--- src/rtl/fft_seq_ctrl.sv ---
// Phase sequencer for the radix-2 DIT FFT: LOAD (bit-reversed writes), PREP, per-stage ISSUE/DRAIN/SWAP, UNLOAD.
// Optional macro FFT_CTRL_PERF_EN adds perf_cycles, a saturating count of busy cycles since the last accepted start.
module fft_seq_ctrl #(
  parameter int MAX_N      = 32,
  parameter int ADDR_WIDTH = $clog2(MAX_N),
  parameter int BF_LATENCY = 2
) (
  input  logic                  clk,
  input  logic                  reset,
  input  logic                  start,
  input  logic [2:0]            log2n,
  input  logic                  s_valid,
  output logic                  s_ready,
  output logic                  ld_we,
  output logic [ADDR_WIDTH-1:0] ld_addr,
  output logic [ADDR_WIDTH:0]   n_cfg,
  output logic                  agu_rst_n,
  output logic                  agu_next_step,
  input  logic                  agu_done_stage,
  input  logic                  agu_done_fft,
  output logic                  bf_rd_en,
  output logic                  bf_wr_en,
  output logic                  bank_sel,
  output logic                  m_valid,
  input  logic                  m_ready,
  output logic [ADDR_WIDTH-1:0] rd_addr,
  output logic                  m_last,
  output logic                  busy,
  output logic                  done,
  output logic                  err,
`ifdef FFT_CTRL_PERF_EN
  output logic [15:0]           perf_cycles,
`endif
  output logic [2:0]            state_dbg
);

  typedef enum logic [2:0] {
    IDLE = 3'd0, LOAD = 3'd1, PREP = 3'd2, ISSUE = 3'd3,
    DRAIN = 3'd4, SWAP = 3'd5, UNLOAD = 3'd6
  } state_t;

  state_t                state, state_n;
  logic [2:0]            log2n_q;
  logic [ADDR_WIDTH-1:0] load_cnt, bf_cnt, unload_cnt, rev_full;
  logic [2:0]            stage;
  logic                  stage_seen;
  logic [BF_LATENCY-1:0] dly, dly_nxt;
  logic [ADDR_WIDTH:0]   n_m1, half_m1;
  logic                  start_ok, load_last, bf_last, stage_last, unload_last, drain_empty;

  // Handshakes: a transfer happens in any cycle where valid and ready are both high;
  // valid never waits on ready, and the payload (rd_addr, m_last) is held until it transfers.
  assign s_ready       = (state == LOAD);
  assign ld_we         = s_valid & s_ready;
  assign bf_rd_en      = (state == ISSUE);
  assign agu_next_step = bf_rd_en;
  assign m_valid       = (state == UNLOAD);
  assign busy          = (state != IDLE);
  assign state_dbg     = state;
  assign rd_addr       = unload_cnt;
  assign bf_wr_en      = dly[BF_LATENCY-1];

  assign n_m1        = n_cfg - 1'b1;
  assign half_m1     = (n_cfg >> 1) - 1'b1;
  assign start_ok    = (log2n != 3'd0) && (int'(log2n) <= ADDR_WIDTH);
  assign load_last   = ({1'b0, load_cnt} == n_m1);
  assign bf_last     = ({1'b0, bf_cnt} == half_m1);
  assign stage_last  = (stage == log2n_q - 3'd1);
  assign unload_last = ({1'b0, unload_cnt} == n_m1);
  assign m_last      = m_valid && unload_last;

  // Full-width reversal, then shift down so only the low log2n bits survive.
  always_comb begin
    rev_full = '0;
    for (int i = 0; i < ADDR_WIDTH; i++) rev_full[i] = load_cnt[ADDR_WIDTH-1-i];
  end
  assign ld_addr = s_ready ? (rev_full >> (3'(ADDR_WIDTH) - log2n_q)) : '0;

  if (BF_LATENCY == 1) begin : g_lat1
    assign dly_nxt = bf_rd_en;
  end else begin : g_latn
    assign dly_nxt = {dly[BF_LATENCY-2:0], bf_rd_en};
  end
  assign drain_empty = (dly_nxt == '0);

  always_comb begin
    state_n = state;
    case (state)
      IDLE:    if (start && start_ok) state_n = LOAD;
      LOAD:    if (ld_we && load_last) state_n = PREP;
      PREP:    state_n = ISSUE;
      ISSUE:   if (bf_last) state_n = DRAIN;
      DRAIN:   if (drain_empty) state_n = SWAP;
      SWAP:    state_n = stage_last ? UNLOAD : ISSUE;
      UNLOAD:  if (m_ready && unload_last) state_n = IDLE;
      default: state_n = IDLE;
    endcase
  end

  always_ff @(posedge clk or negedge reset) begin
    if (!reset) begin
      state      <= IDLE;
      log2n_q    <= '0;
      n_cfg      <= '0;
      load_cnt   <= '0;
      bf_cnt     <= '0;
      unload_cnt <= '0;
      stage      <= '0;
      stage_seen <= 1'b0;
      dly        <= '0;
      bank_sel   <= 1'b0;
      agu_rst_n  <= 1'b0;
      done       <= 1'b0;
      err        <= 1'b0;
    end else begin
      state     <= state_n;
      dly       <= dly_nxt;
      agu_rst_n <= (state_n == PREP) || (state_n == ISSUE) || (state_n == DRAIN) || (state_n == SWAP);
      done      <= 1'b0;
      case (state)
        IDLE: begin
          if (start && start_ok) begin
            log2n_q  <= log2n;
            n_cfg    <= (ADDR_WIDTH+1)'(1) << log2n;
            load_cnt <= '0;
            err      <= 1'b0;
          end else if (start) begin
            err <= 1'b1;
          end
        end
        LOAD: if (ld_we) load_cnt <= load_last ? '0 : load_cnt + ADDR_WIDTH'(1);
        PREP: begin
          bank_sel   <= 1'b0;
          stage      <= '0;
          stage_seen <= 1'b0;
          bf_cnt     <= '0;
        end
        ISSUE: begin
          bf_cnt     <= bf_last ? '0 : bf_cnt + ADDR_WIDTH'(1);
          stage_seen <= stage_seen | agu_done_stage;
        end
        DRAIN: stage_seen <= stage_seen | agu_done_stage;
        SWAP: begin
          bank_sel <= ~bank_sel;
          if (!stage_seen) err <= 1'b1;
          if (!stage_last) begin
            stage      <= stage + 3'd1;
            stage_seen <= 1'b0;
          end else begin
            if (!agu_done_fft) err <= 1'b1;
            unload_cnt <= '0;
          end
        end
        UNLOAD: begin
          if (m_ready) begin
            unload_cnt <= unload_last ? '0 : unload_cnt + ADDR_WIDTH'(1);
            done       <= unload_last;
          end
        end
        default: ;
      endcase
    end
  end

`ifdef FFT_CTRL_PERF_EN
  always_ff @(posedge clk or negedge reset) begin
    if (!reset)                                 perf_cycles <= '0;
    else if (state == IDLE && start && start_ok) perf_cycles <= '0;
    else if (busy && perf_cycles != 16'hFFFF)   perf_cycles <= perf_cycles + 16'd1;
  end
`endif

endmodule

--- config.mk ---
export PLATFORM = sky130hd
export DESIGN_NAME = fft_seq_ctrl
export DESIGN_NICKNAME = d
export VERILOG_FILES = /design/src/rtl/fft_seq_ctrl.sv
export SDC_FILE = /design/constraint.sdc
export NUM_CORES = 1
export LEC_CHECK = 0
export BUFFER_PORTS_ARGS = -buffer_cell sky130_fd_sc_hd__buf_2
export CAP_MARGIN = 20
export CORE_MARGIN = 2
export CORE_UTILIZATION = 40
export DETAILED_ROUTE_END_ITERATION = 8
export GPL_TIMING_DRIVEN = 0
export PLACE_DENSITY = 0.59
export REMOVE_ABC_BUFFERS = 1
export SYNTH_ARGS = -nofsm -noshare
export SYNTH_HDL_FRONTEND = slang
export SYNTH_SLANG_ARGS = --single-unit
export TNS_END_PERCENT = 10
--- constraint.sdc ---
create_clock -name clk -period 3.29 [get_ports clk]
set_clock_uncertainty 0.2 [all_clocks]
set_input_delay 0.329 -clock clk [delete_from_list [all_inputs] [get_ports clk]]
set_output_delay 0.329 -clock clk [all_outputs]
set_load 0.01 [all_outputs]
==> metrics.yaml, run 1 <==
sta:
  slew_headroom_pct: 42.6
  finalSetupViolCount: 0
  period_share_pct: 91.3
  fin_setup_tns_ns: 0
  hold_viol: 0
  hold_ws_ns: 0.125
  worst-slew-pin-transition_ns: 0.861
  rsz0062_at_grt: "false"
  fmax_mhz: 333
  period_needed_ns: 3.00
  final_max_slew_viol_count: 0
clocking:
  clkTransAtPathRegs_ns: 0.08
  clk_path_buf_depth: 2
  cts_tree: "built"
  htreeDepth: 2
  cts-root-buf: "clkbuf_8"
  clock_latency_ns: 0.29
  cts.sinks: 37
  cts_setup_buffers: 0
  cts-buffers-inserted: 5
worst_hold_path:
  hp-class: "in -> reg"
  holdPathEnd: "n_cfg[2]$_DFFE_PN0P_"
  holdCritStartpoint: "log2n[0]"
  holdPathStages: 2
global_route:
  antenna_found_initial: 0
  grtUsageTotal_pct: 17.4
  gr-total-overflow: 0
  grt_pass1_vias: 1988
  grt_max_degree: 38
  grt_pass1_wl_microns: 10000
synth:
  synth_edf_count: 0
  synth_area_leaders: "dfrtp_1, o21ai_0, xnor2_1"
  ys_warn_count: 0
  ys_ff_latch: 37
  yosys.area.top_type: "dfrtp_1"
  yosysSeqAreaShare_pct: 36.2
  syn_area_sq_mm: 0.00255
  synth_cells: 288
  synthArstFlopShare_pct: 100
  avgSynthCellArea_sq_um: 8.87
  yosysUniqueCellTypes: 63
  synth_top_area_share_pct: 36.2
  yosys_most_used_dff: "dfrtp_1"
placement:
  portBuffers: 40
  place_congestion: 0.854
  place_hpwl_microns: 4360
  placed_cells: 389
power:
  p_leak_nw: 1.31
  peakVddDrop_mv: 0.368
  power.density_mw_per_mm2: 735
floorplanning:
  start_util_pct: 40.7
  num_rows: 29
  ios: 41
  dieArea_sq_mm: 0.00704
  die_x_microns: 83.9
  core_sq_mm: 0.00628
  die_height_microns: 83.9
finish:
  areaGrowthSynthToFinish_pct: 13.6
  layout.nets: 338
  diodes: 0
  stdcell_count: 398
  drive_above_1_share_pct: 21.8
critical_path:
  critPathArrivalTime_ns: 2.47
  r2r_setup_slack_ns: 0.64
  crit_path_top_delay_cell: "dfrtp_1"
  critPathCaptureType: "output port"
  max_stage_delay_ns: 0.51
  r2r-end: "rd_addr[2]$_DFFE_PN0P_"
  startpoint_type: "flop"
  path_class: "reg -> out"
  cp.required_ns: 2.76
  path_buf_inv: 2
  r2r_cells: 8
  r2r_start: "n_cfg[2]$_DFFE_PN0P_"
  crit_fanout: 8
  cp_top_family: "simple AND/OR/NAND/NOR gates"
  crit_chain: "inv_1, ha_1, a21boi_2, a21boi_0, nor4_2, nand2_2, nor2_1, buf_2"
run_status:
  status: "finished clean"
route:
  firstDrtPassIters: 4
  vias_per_cell: 5.51
  wl_per_cell_microns: 15.1
  drt-total-wl_microns: 6020
  drc: 0
  route.antenna.remaining_nets: 0
  drt_iter0_drc: 117
  vias: 2191
flow_run:
  maxCapViolations: 0
-- registers in the layout (all words and copies together) (netlist names), 2 cells and up --
register	count
bf_cnt	5
dly	2
load_cnt	5
log2n_q	3
n_cfg	6
rd_addr	5
stage	3
state_dbg	3
-- how the worst max path moves through the flow --
stage                                    start      to  slack (ns)  cells after the start
after floorplan           n_cfg[2]$_DFFE_PN0P_  m_last        0.81                      7
after global placement    n_cfg[2]$_DFFE_PN0P_  m_last        0.49                      8
after detailed placement  n_cfg[2]$_DFFE_PN0P_  m_last        0.52                      8
after CTS                 n_cfg[2]$_DFFE_PN0P_  m_last        0.18                      8
after global routing      n_cfg[2]$_DFFE_PN0P_  m_last        0.02                      8
final                     n_cfg[2]$_DFFE_PN0P_  m_last        0.29                      8
-- cell families after synthesis --
group | count (synthesis) | synth area share (%)
AO/OA/AOI/OAI | 82 | 21.5
XOR/XNOR | 24 | 8.23
adder cells (fa/ha/maj) | 8 | 3.92
buffers and inverters | 32 | 6.32
flip-flops | 37 | 36.2
multiplexers | 5 | 2.06
AND/OR/NAND/NOR | 100 | 21.7
-- worst reg2reg max path, stage by stage, from the launching register on --
cell	delay [ns]
dfrtp_1	0.56
inv_1	0.14
ha_1	0.27
a21boi_2	0.21
a21boi_0	0.29
nor4_2	0.11
nand2_2	0.16
or3b_1	0.43
o21ai_0	0.20
-- per-layer routing --
layer | up-vias | GRT usage (%) | wire length, microns
met5 | - | 0 | 0
met4 | 0 | 3.96 | 43
met3 | 5 | 3.56 | 270
met2 | 49 | 26.2 | 2740
met1 | 1045 | 25.8 | 2970
li1 | 1092 | - | -
-- Yosys cell counts, types with 2 or more instances --
library cell	instances
nor2b_1	2
a221oi_1	2
a21oi_1	15
buf_6	4
inv_1	15
mux2i_1	3
buf_2	3
xnor2_1	13
nand2b_1	5
dfrtp_1	37
a31oi_1	4
nor3_1	8
nand2_1	29
and4_1	2
mux2_2	2
clkbuf_1	7
a22oi_1	2
nand3_1	11
nor2_1	21
and2_1	2
or3b_1	2
or2_2	3
o21a_1	2
a211oi_1	3
xor2_1	11
a311oi_1	3
o22ai_1	6
ha_1	8
a21boi_0	2
o31ai_1	2
a21o_1	2
o21ai_0	24
a41o_1	2
o32ai_1	2
-- cell type report --
| type | instances | area, sq um |
|---|---|---|
| flip-flops and latches | 37 | 926 |
| fillers | 623 | 3370 |
| well taps | 77 | 96.3 |
| multi-input cells | 219 | 1480 |
| clock inverters | 3 | 65.1 |
| repair buffers | 41 | 210 |
| clock buffers | 5 | 68.8 |
| inverters | 16 | 60.1 |
-- cells in the final DEF, fill, tap and decap left out, types with 4 or more instances in the layout --
cell type / netlist / routed
clkbuf_8: 0 / 5
nand2_1: 29 / 28
buf_2: 3 / 40
nor3_1: 8 / 8
a21oi_1: 15 / 15
o21ai_0: 24 / 24
a31oi_1: 4 / 4
nor2_1: 21 / 21
dfrtp_1: 37 / 37
o22ai_1: 6 / 6
nand3_1: 11 / 11
xnor2_1: 13 / 13
inv_1: 15 / 15
xor2_1: 11 / 11
ha_1: 8 / 8
nand2b_1: 5 / 5
-- per-stage QoR --
step / power, mW / area [sq um] / util [%] / setup WS [ns]
after floorplan: 1.39 / 2450 / - / 0.807
after global placement: 1.64 / 2750 / 43.8 / 0.485
after detailed placement: 1.66 / 2750 / 43.8 / 0.515
after CTS: 2.15 / 2890 / 46.1 / 0.181
after global routing: 2.30 / 2900 / 46.2 / 0.0189
final: 2.13 / 2900 / 46.2 / 0.286
-- power by group --
part	switching [mW]	internal, mW
Sequential	0.250	0.566
Clock	0.173	0.301
Combinational	0.441	0.403
Total	0.864	1.27
-- repair_timing --
action	CTS	global route
gates resized for setup	0	2
hold endpoints to repair	37	0
hold buffers	1	0
setup endpoints to repair	0	1
(Power assumes the default switching activity.)
==> inputs of run 2 (changes only) <==
Settings changed: CORE_UTILIZATION 40 to 55, CTS_BUF_LIST set to sky130_fd_sc_hd__clkbuf_8 sky130_fd_sc_hd__clkbuf_16, PLACE_DENSITY 0.59 to 0.77.
==> metrics.yaml, run 2 (synthesized netlist as in run 1, its figures left out) <==
power:
  seqPwrFrac_pct: 41.1  # was 38.2%
  total_power_mw: 1.96  # was 2.13 mW
  pwr-share-clk_pct: 15.7  # was 22.2%
  p_sw_mw: 0.850  # was 0.864 mW
  power.share.switching_pct: 43.3  # was 40.5%
  internal_power_mw: 1.11  # was 1.27 mW
  power.density_mw_per_mm2: 694  # was 735 mW/mm^2
  peakVddDrop_mv: 0.516  # was 0.368 mV
  combPwrFrac_pct: 43.2  # was 39.5%
  p_leak_nw: 1.30  # was 1.31 nW
clocking:
  cts-root-buf: "clkbuf_8"  # unchanged
  cts_tree: "built"  # unchanged
  htreeDepth: 2  # unchanged
  clk_path_buf_depth: 2  # unchanged
  clock_latency_ns: 0.29  # about the same
  cts.sinks: 37  # unchanged
  cts-buffers-inserted: 5  # unchanged
  clkTransAtPathRegs_ns: 0.07  # was 0.08 ns
critical_path:
  critPathCaptureType: "output port"  # unchanged
  startpoint_type: "flop"  # unchanged
  critPathArrivalTime_ns: 2.56  # was 2.47 ns
  r2r_setup_slack_ns: 0.65  # was 0.64 ns
  cp.required_ns: 2.76  # about the same
  path_class: "reg -> out"  # unchanged
  crit_chain: "inv_1, ha_1, a21boi_4, a21boi_0, nor4_2, nand2_2, nor2_1, buf_2"  # was inv_1, ha_1, a21boi_2, a21boi_0, nor4_2, nand2_2, nor2_1, buf_2
  max_stage_delay_ns: 0.50  # was 0.51 ns
  crit_fanout: 8  # unchanged
  crit_path_top_delay_cell: "dfrtp_1"  # unchanged
global_route:
  grt_pass1_wl_microns: 9680  # was 10000 microns
  grt_max_degree: 38  # unchanged
  grtUsageTotal_pct: 23.8  # was 17.4%
  grt_pass1_vias: 2044  # was 1988
  gr-total-overflow: 0  # unchanged
  antenna_found_initial: 0  # unchanged
sta:
  timing.final.ws_setup_ns: 0.200  # was 0.286 ns
  finalSetupViolCount: 0  # unchanged
  worst-slew-pin-transition_ns: 0.822  # was 0.861 ns
  hold_viol: 0  # unchanged
  period_share_pct: 93.9  # was 91.3%
  slew_headroom_pct: 45.2  # was 42.6%
  final_max_slew_viol_count: 0  # unchanged
  period_needed_ns: 3.09  # was 3.00 ns
  rsz0062_at_grt: "false"  # unchanged
  fmax_mhz: 324  # was 333 MHz
  fin_setup_tns_ns: 0  # unchanged
placement:
  placed_cells: 364  # was 389
  place_hpwl_microns: 4050  # was 4360 microns
  place_congestion: 0.800  # was 0.854
  post-place-ws_ns: 0.449  # was 0.515 ns
  portBuffers: 40  # unchanged
  dpl_cell_area_sq_mm: 0.00272  # was 0.00275 sq mm
finish:
  final_cell_mix: "buf_2, dfrtp_1, nand2_1, o21ai_0, nor2_1"  # unchanged
  drive_above_1_share_pct: 21.5  # was 21.8%
  fin_area_sq_mm: 0.00283  # was 0.00290 sq mm
  stdcell_count: 373  # was 398
  diodes: 0  # unchanged
  regMostFlops: "n_cfg"  # unchanged
  largest_reg_flops: 6  # unchanged
  mostFrequentLayoutCell: "buf_2"  # unchanged
  layout.nets: 338  # unchanged
  areaGrowthSynthToFinish_pct: 10.7  # was 13.6%
route:
  drt-met1-wl_microns: 2600  # was 2970 microns
  vias: 2211  # was 2191
  wl_met3_microns: 337  # was 270 microns
  drt_iter0_drc: 185  # was 117
  vias_per_cell: 5.93  # was 5.51
  wl_per_cell_microns: 15.2  # was 15.1 microns
  met2WireLength_microns: 2650  # was 2740 microns
  route.antenna.remaining_nets: 0  # unchanged
  firstDrtPassIters: 4  # unchanged
  drc: 0  # unchanged
  drt-total-wl_microns: 5650  # was 6020 microns
  top_layer: "met4"  # unchanged
floorplanning:
  ios: 41  # unchanged
  num_rows: 24  # was 29
  die_height_microns: 72.2  # was 83.9 microns
  core_sq_mm: 0.00441  # was 0.00628 sq mm
  dieArea_sq_mm: 0.00521  # was 0.00704 sq mm
  die_x_microns: 72.2  # was 83.9 microns
  start_util_pct: 57.9  # was 40.7%
run_status:
  status: "finished clean"  # unchanged
flow_run:
  maxCapViolations: 0  # unchanged
worst_hold_path:
  hp-class: "in -> reg"  # unchanged
==> run 2: per-stage QoR <==
stage                     hold slack (ns)  utilization [%]
final                               0.130             64.1
after global routing                0.134             64.1
after CTS                           0.123             63.7
after detailed placement            0.174             61.6
after global placement              0.166             61.6
after floorplan                    -0.167                -
==> run 2: power groups by stage <==
stage	combinational, mW	clock [mW]	sequential (mW)
global placement	0.813	0	0.808
CTS	0.846	0.313	0.807
floorplan	0.615	0	0.776
detailed placement	0.833	0	0.815
global route	0.964	0.333	0.838
finish	0.848	0.309	0.807
==> run 2: repair_timing <==
action	in CTS	in global routing
endpoints found under the setup margin	0	1
gates resized for setup	0	3
endpoints found under the hold margin	37	0
setup buffers	0	0
hold buffers	1	0
==> run 2: critical path: cells and delay by family (launching register included) <==
family,cells,cell delay (ns)
buffers and inverters,2,0.30
DFF,1,0.50
AOI/OAI and AO/OA,2,0.43
adders and majority gates,1,0.25
and+or+nand+nor,3,0.78
==> run 2: worst paths after layout <==
kind,to,startpoint,cells past startpoint
max,m_last,n_cfg[2]$_DFFE_PN0P_,8
min,n_cfg[2]$_DFFE_PN0P_,log2n[0],2
max reg2reg,rd_addr[4]$_DFFE_PN0P_,log2n_q[0]$_DFFE_PN0P_,8
min reg2reg,dly[1]$_DFF_PN0_,dly[0]$_DFF_PN0_,0
max in group asynchronous,rd_addr[3]$_DFFE_PN0P_,reset,2
min in group asynchronous,bank_sel$_DFFE_PN0P_,reset,2
==> run 2: final cells by class <==
cell class / instances / area, sq um
multi-input cells: 219 / 1480
clock buffers: 5 / 68.8
flip-flops and latches: 37 / 926
fillers: 373 / 1590
inverters: 16 / 60.1
clock inverters: 3 / 13.8
well taps: 52 / 65.1
repair buffers: 41 / 210
==> run 2: layer usage <==
layer,vias to the layer above,track usage (%)
li1,1095,-
met1,1047,32.9
met2,62,38.2
met3,7,4.31
met4,0,7.13
met5,-,0
==> inputs of run 3 (changes only) <==
Settings changed: ABC_AREA set to 1, GPL_ROUTABILITY_DRIVEN set to 0.
==> metrics.yaml, run 3 <==
critical_path:
  r2r_setup_slack_ns: 1.02  # was 0.65 ns
  critPathCaptureType: "output port"  # unchanged
  crit_fanout: 7  # was 8
  cp.required_ns: 2.76  # about the same
  r2r_start: "n_cfg[1]$_DFFE_PN0P_"  # was log2n_q[0]$_DFFE_PN0P_
  path_buf_inv: 3  # was 2
  startpoint_type: "flop"  # unchanged
  cp_common_cell: "nand2_1"
  cp_top_family: "simple AND/OR/NAND/NOR gates"  # unchanged
  r2r-end: "state_dbg[0]$_DFF_PN0_"  # was rd_addr[4]$_DFFE_PN0P_
  max_stage_delay_ns: 0.42  # was 0.50 ns
  crit_chain: "inv_1, ha_1, inv_1, nand2_1, nand2_1, nand2_1, nand3_1, nor2_1, nand3_2, nor2_1, buf_2"  # was inv_1, ha_1, a21boi_4, a21boi_0, nor4_2, nand2_2, nor2_1, buf_2
  crit_path_top_delay_cell: "dfrtp_1"  # unchanged
  critPathArrivalTime_ns: 2.14  # was 2.56 ns
  r2r_cells: 11  # was 8
  path_class: "reg -> out"  # unchanged
floorplanning:
  ios: 41  # unchanged
  die_height_microns: 70.6  # was 72.2 microns
  num_rows: 24  # unchanged
  core_sq_mm: 0.00432  # was 0.00441 sq mm
  die_x_microns: 70.6  # was 72.2 microns
  start_util_pct: 56.5  # was 57.9%
  dieArea_sq_mm: 0.00499  # was 0.00521 sq mm
clocking:
  clk_path_buf_depth: 2  # unchanged
  cts.sinks: 37  # unchanged
  cts-buffers-inserted: 5  # unchanged
  htreeDepth: 2  # unchanged
  cts_tree: "built"  # unchanged
  clock_latency_ns: 0.29  # about the same
  clkTransAtPathRegs_ns: 0.07  # about the same
  cts_setup_buffers: 0  # unchanged
  cts-root-buf: "clkbuf_8"  # unchanged
route:
  wl_per_cell_microns: 12.9  # was 15.2 microns
  vias: 2309  # was 2211
  drc: 0  # unchanged
  vias_per_cell: 5.27  # was 5.93
  firstDrtPassIters: 4  # unchanged
  drt_iter0_drc: 126  # was 185
  route.antenna.remaining_nets: 0  # unchanged
  drt-total-wl_microns: 5650  # about the same
power:
  pwr-share-clk_pct: 14.6  # was 15.7%
  seqPwrFrac_pct: 33.3  # was 41.1%
  power.density_mw_per_mm2: 813  # was 694 mW/mm^2
  power.share.switching_pct: 47.8  # was 43.3%
  combPwrFrac_pct: 52.2  # was 43.2%
  total_power_mw: 2.26  # was 1.96 mW
  p_leak_nw: 1.50  # was 1.30 nW
  internal_power_mw: 1.18  # was 1.11 mW
  peakVddDrop_mv: 0.447  # was 0.516 mV
  p_sw_mw: 1.08  # was 0.850 mW
placement:
  post-place-ws_ns: 0.988  # was 0.449 ns
  place_hpwl_microns: 4350  # was 4050 microns
  portBuffers: 40  # unchanged
global_route:
  use_met2_pct: 40.4  # was 38.2%
  grt_pass1_wl_microns: 9770  # was 9680 microns
  grt.busiest_layer: "met2"  # unchanged
  grt_max_degree: 38  # unchanged
  grtUsageTotal_pct: 24.7  # was 23.8%
  gr-total-overflow: 0  # unchanged
  grt_pass1_vias: 2149  # was 2044
  antenna_found_initial: 0  # unchanged
  met3_usage_pct: 5.41  # was 4.31%
  met1_usage_pct: 32.8  # was 32.9%
synth:
  synth_cells: 342  # was 288
  yosysSeqAreaShare_pct: 37.9  # was 36.2%
  yosysUniqueCellTypes: 32  # was 63
  avgSynthCellArea_sq_um: 7.14  # was 8.87 sq um
  yosysMostFrequentCell: "nand2_1"  # was dfrtp_1
  yosys.area.top_type: "dfrtp_1"  # unchanged
  ys_warn_count: 0  # unchanged
  ys_top_cells_by_count: "nand2_1, nand3_1, inv_1"  # was dfrtp_1, nand2_1, o21ai_0
  synthArstFlopShare_pct: 100  # unchanged
  synth_area_leaders: "dfrtp_1, nand2_1, nand3_1"  # was dfrtp_1, o21ai_0, xnor2_1
  syn_area_sq_mm: 0.00244  # was 0.00255 sq mm
  synth_edf_count: 0  # unchanged
  ys_ff_latch: 37  # unchanged
  yosys_most_used_dff: "dfrtp_1"  # unchanged
  synth_top_area_share_pct: 37.9  # was 36.2%
sta:
  timing.final.ws_setup_ns: 0.621  # was 0.200 ns
  period_share_pct: 81.1  # was 93.9%
  hold_viol: 0  # unchanged
  fmax_mhz: 375  # was 324 MHz
  final_max_slew_viol_count: 0  # unchanged
  slew_headroom_pct: 45.6  # was 45.2%
  worst-slew-pin-transition_ns: 0.816  # was 0.822 ns
  fin_setup_tns_ns: 0  # unchanged
  period_needed_ns: 2.67  # was 3.09 ns
  finalSetupViolCount: 0  # unchanged
  rsz0062_at_grt: "false"  # unchanged
worst_hold_path:
  hp-class: "in -> reg"  # unchanged
  holdCritStartpoint: "log2n[2]"  # was log2n[0]
  holdPathEnd: "n_cfg[1]$_DFFE_PN0P_"  # was n_cfg[2]$_DFFE_PN0P_
  holdPathStages: 2  # unchanged
finish:
  areaGrowthSynthToFinish_pct: 13.7  # was 10.7%
  largest_reg_flops: 6  # unchanged
  layout.nets: 404  # was 338
  diodes: 0  # unchanged
  drive_above_1_share_pct: 16.8  # was 21.5%
  final_cell_mix: "nand2_1, nand3_1, inv_1, buf_2, dfrtp_1"  # was buf_2, dfrtp_1, nand2_1, o21ai_0, nor2_1
  regMostFlops: "n_cfg"  # unchanged
  mostFrequentLayoutCell: "nand2_1"  # was buf_2
run_status:
  status: "finished clean"  # unchanged
flow_run:
  maxCapViolations: 0  # unchanged
-- run 3: changes by cell type after synthesis, moves of 6 or more --
cell / previous run / this run
nand4_1: 1 / 9
o21ai_0: 24 / 15
xnor2_1: 13 / 3
inv_1: 15 / 42
a21oi_1: 15 / 9
nand3_1: 11 / 43
nand2_1: 29 / 103
clkbuf_1: 7 / 1
nor3_1: 8 / 2
-- run 3: worst max-delay path by stage --
stage	slack, ns	from	to	depth (start not counted)
2_1_floorplan	1.20	n_cfg[1]$_DFFE_PN0P_	m_last	10
3_3_place_gp	1.01	n_cfg[1]$_DFFE_PN0P_	m_last	11
3_5_place_dp	0.99	n_cfg[1]$_DFFE_PN0P_	m_last	11
4_1_cts	0.65	n_cfg[1]$_DFFE_PN0P_	m_last	11
5_1_grt	0.43	n_cfg[1]$_DFFE_PN0P_	m_last	11
6_report	0.62	n_cfg[1]$_DFFE_PN0P_	m_last	11
-- run 3: cells by family (layout without fill, tap and decap cells) --
family                     after synthesis  in the layout  synth area share (%)
and+or+nand+nor                        196            196                  36.5
buffers and inverters                   52             96                  8.61
AOI/OAI and AO/OA                       38             38                  8.96
DFF                                     37             37                  37.9
xor gates and xnor gates                11             11                  3.94
adders and majority gates                8              8                  4.10
-- run 3: layer usage --
metal	part of all wire (%)	wire, microns
met1	47	2650
met2	46	2620
met3	4.9	278
met4	1.7	94
met5	0	0
-- run 3: repair_timing --
| item | in CTS | in global routing |
|---|---|---|
| hold buffers | 1 | 0 |
| resized for setup | 0 | 0 |
| endpoints found under the hold margin | 37 | 0 |
| setup endpoints to repair | 0 | 0 |
-- run 3: layout make-up --
type | instances | area, sq um
fill | 396 | 1550
multi-input combinational | 253 | 1310
sequential | 37 | 926
timing repair buffer | 41 | 210
inverter | 48 | 180
clock buffer | 6 | 82.6
tap | 52 | 65.1
clock inverter | 1 | 7.51
-- run 3: power groups by stage --
| stage | Sequential (mW) | Clock [mW] | Combinational [mW] |
|---|---|---|---|
| 2_1_floorplan | 0.743 | 0 | 0.855 |
| 3_3_place_gp | 0.752 | 0 | 1.15 |
| 3_5_place_dp | 0.755 | 0 | 1.17 |
| 4_1_cts | 0.749 | 0.331 | 1.18 |
| 5_1_grt | 0.773 | 0.355 | 1.35 |
| 6_report | 0.752 | 0.329 | 1.18 |
-- run 3: per-stage QoR --
stage / instances / utilization (%) / hold WS [ns] / instance area (sq um)
2_1_floorplan: 338 / - / -0.167 / 2410
3_3_place_gp: 430 / 61.9 / 0.166 / 2680
3_5_place_dp: 430 / 61.9 / 0.169 / 2680
4_1_cts: 438 / 64.2 / 0.0751 / 2780
5_1_grt: 438 / 64.2 / 0.0652 / 2780
6_report: 438 / 64.2 / 0.0685 / 2780
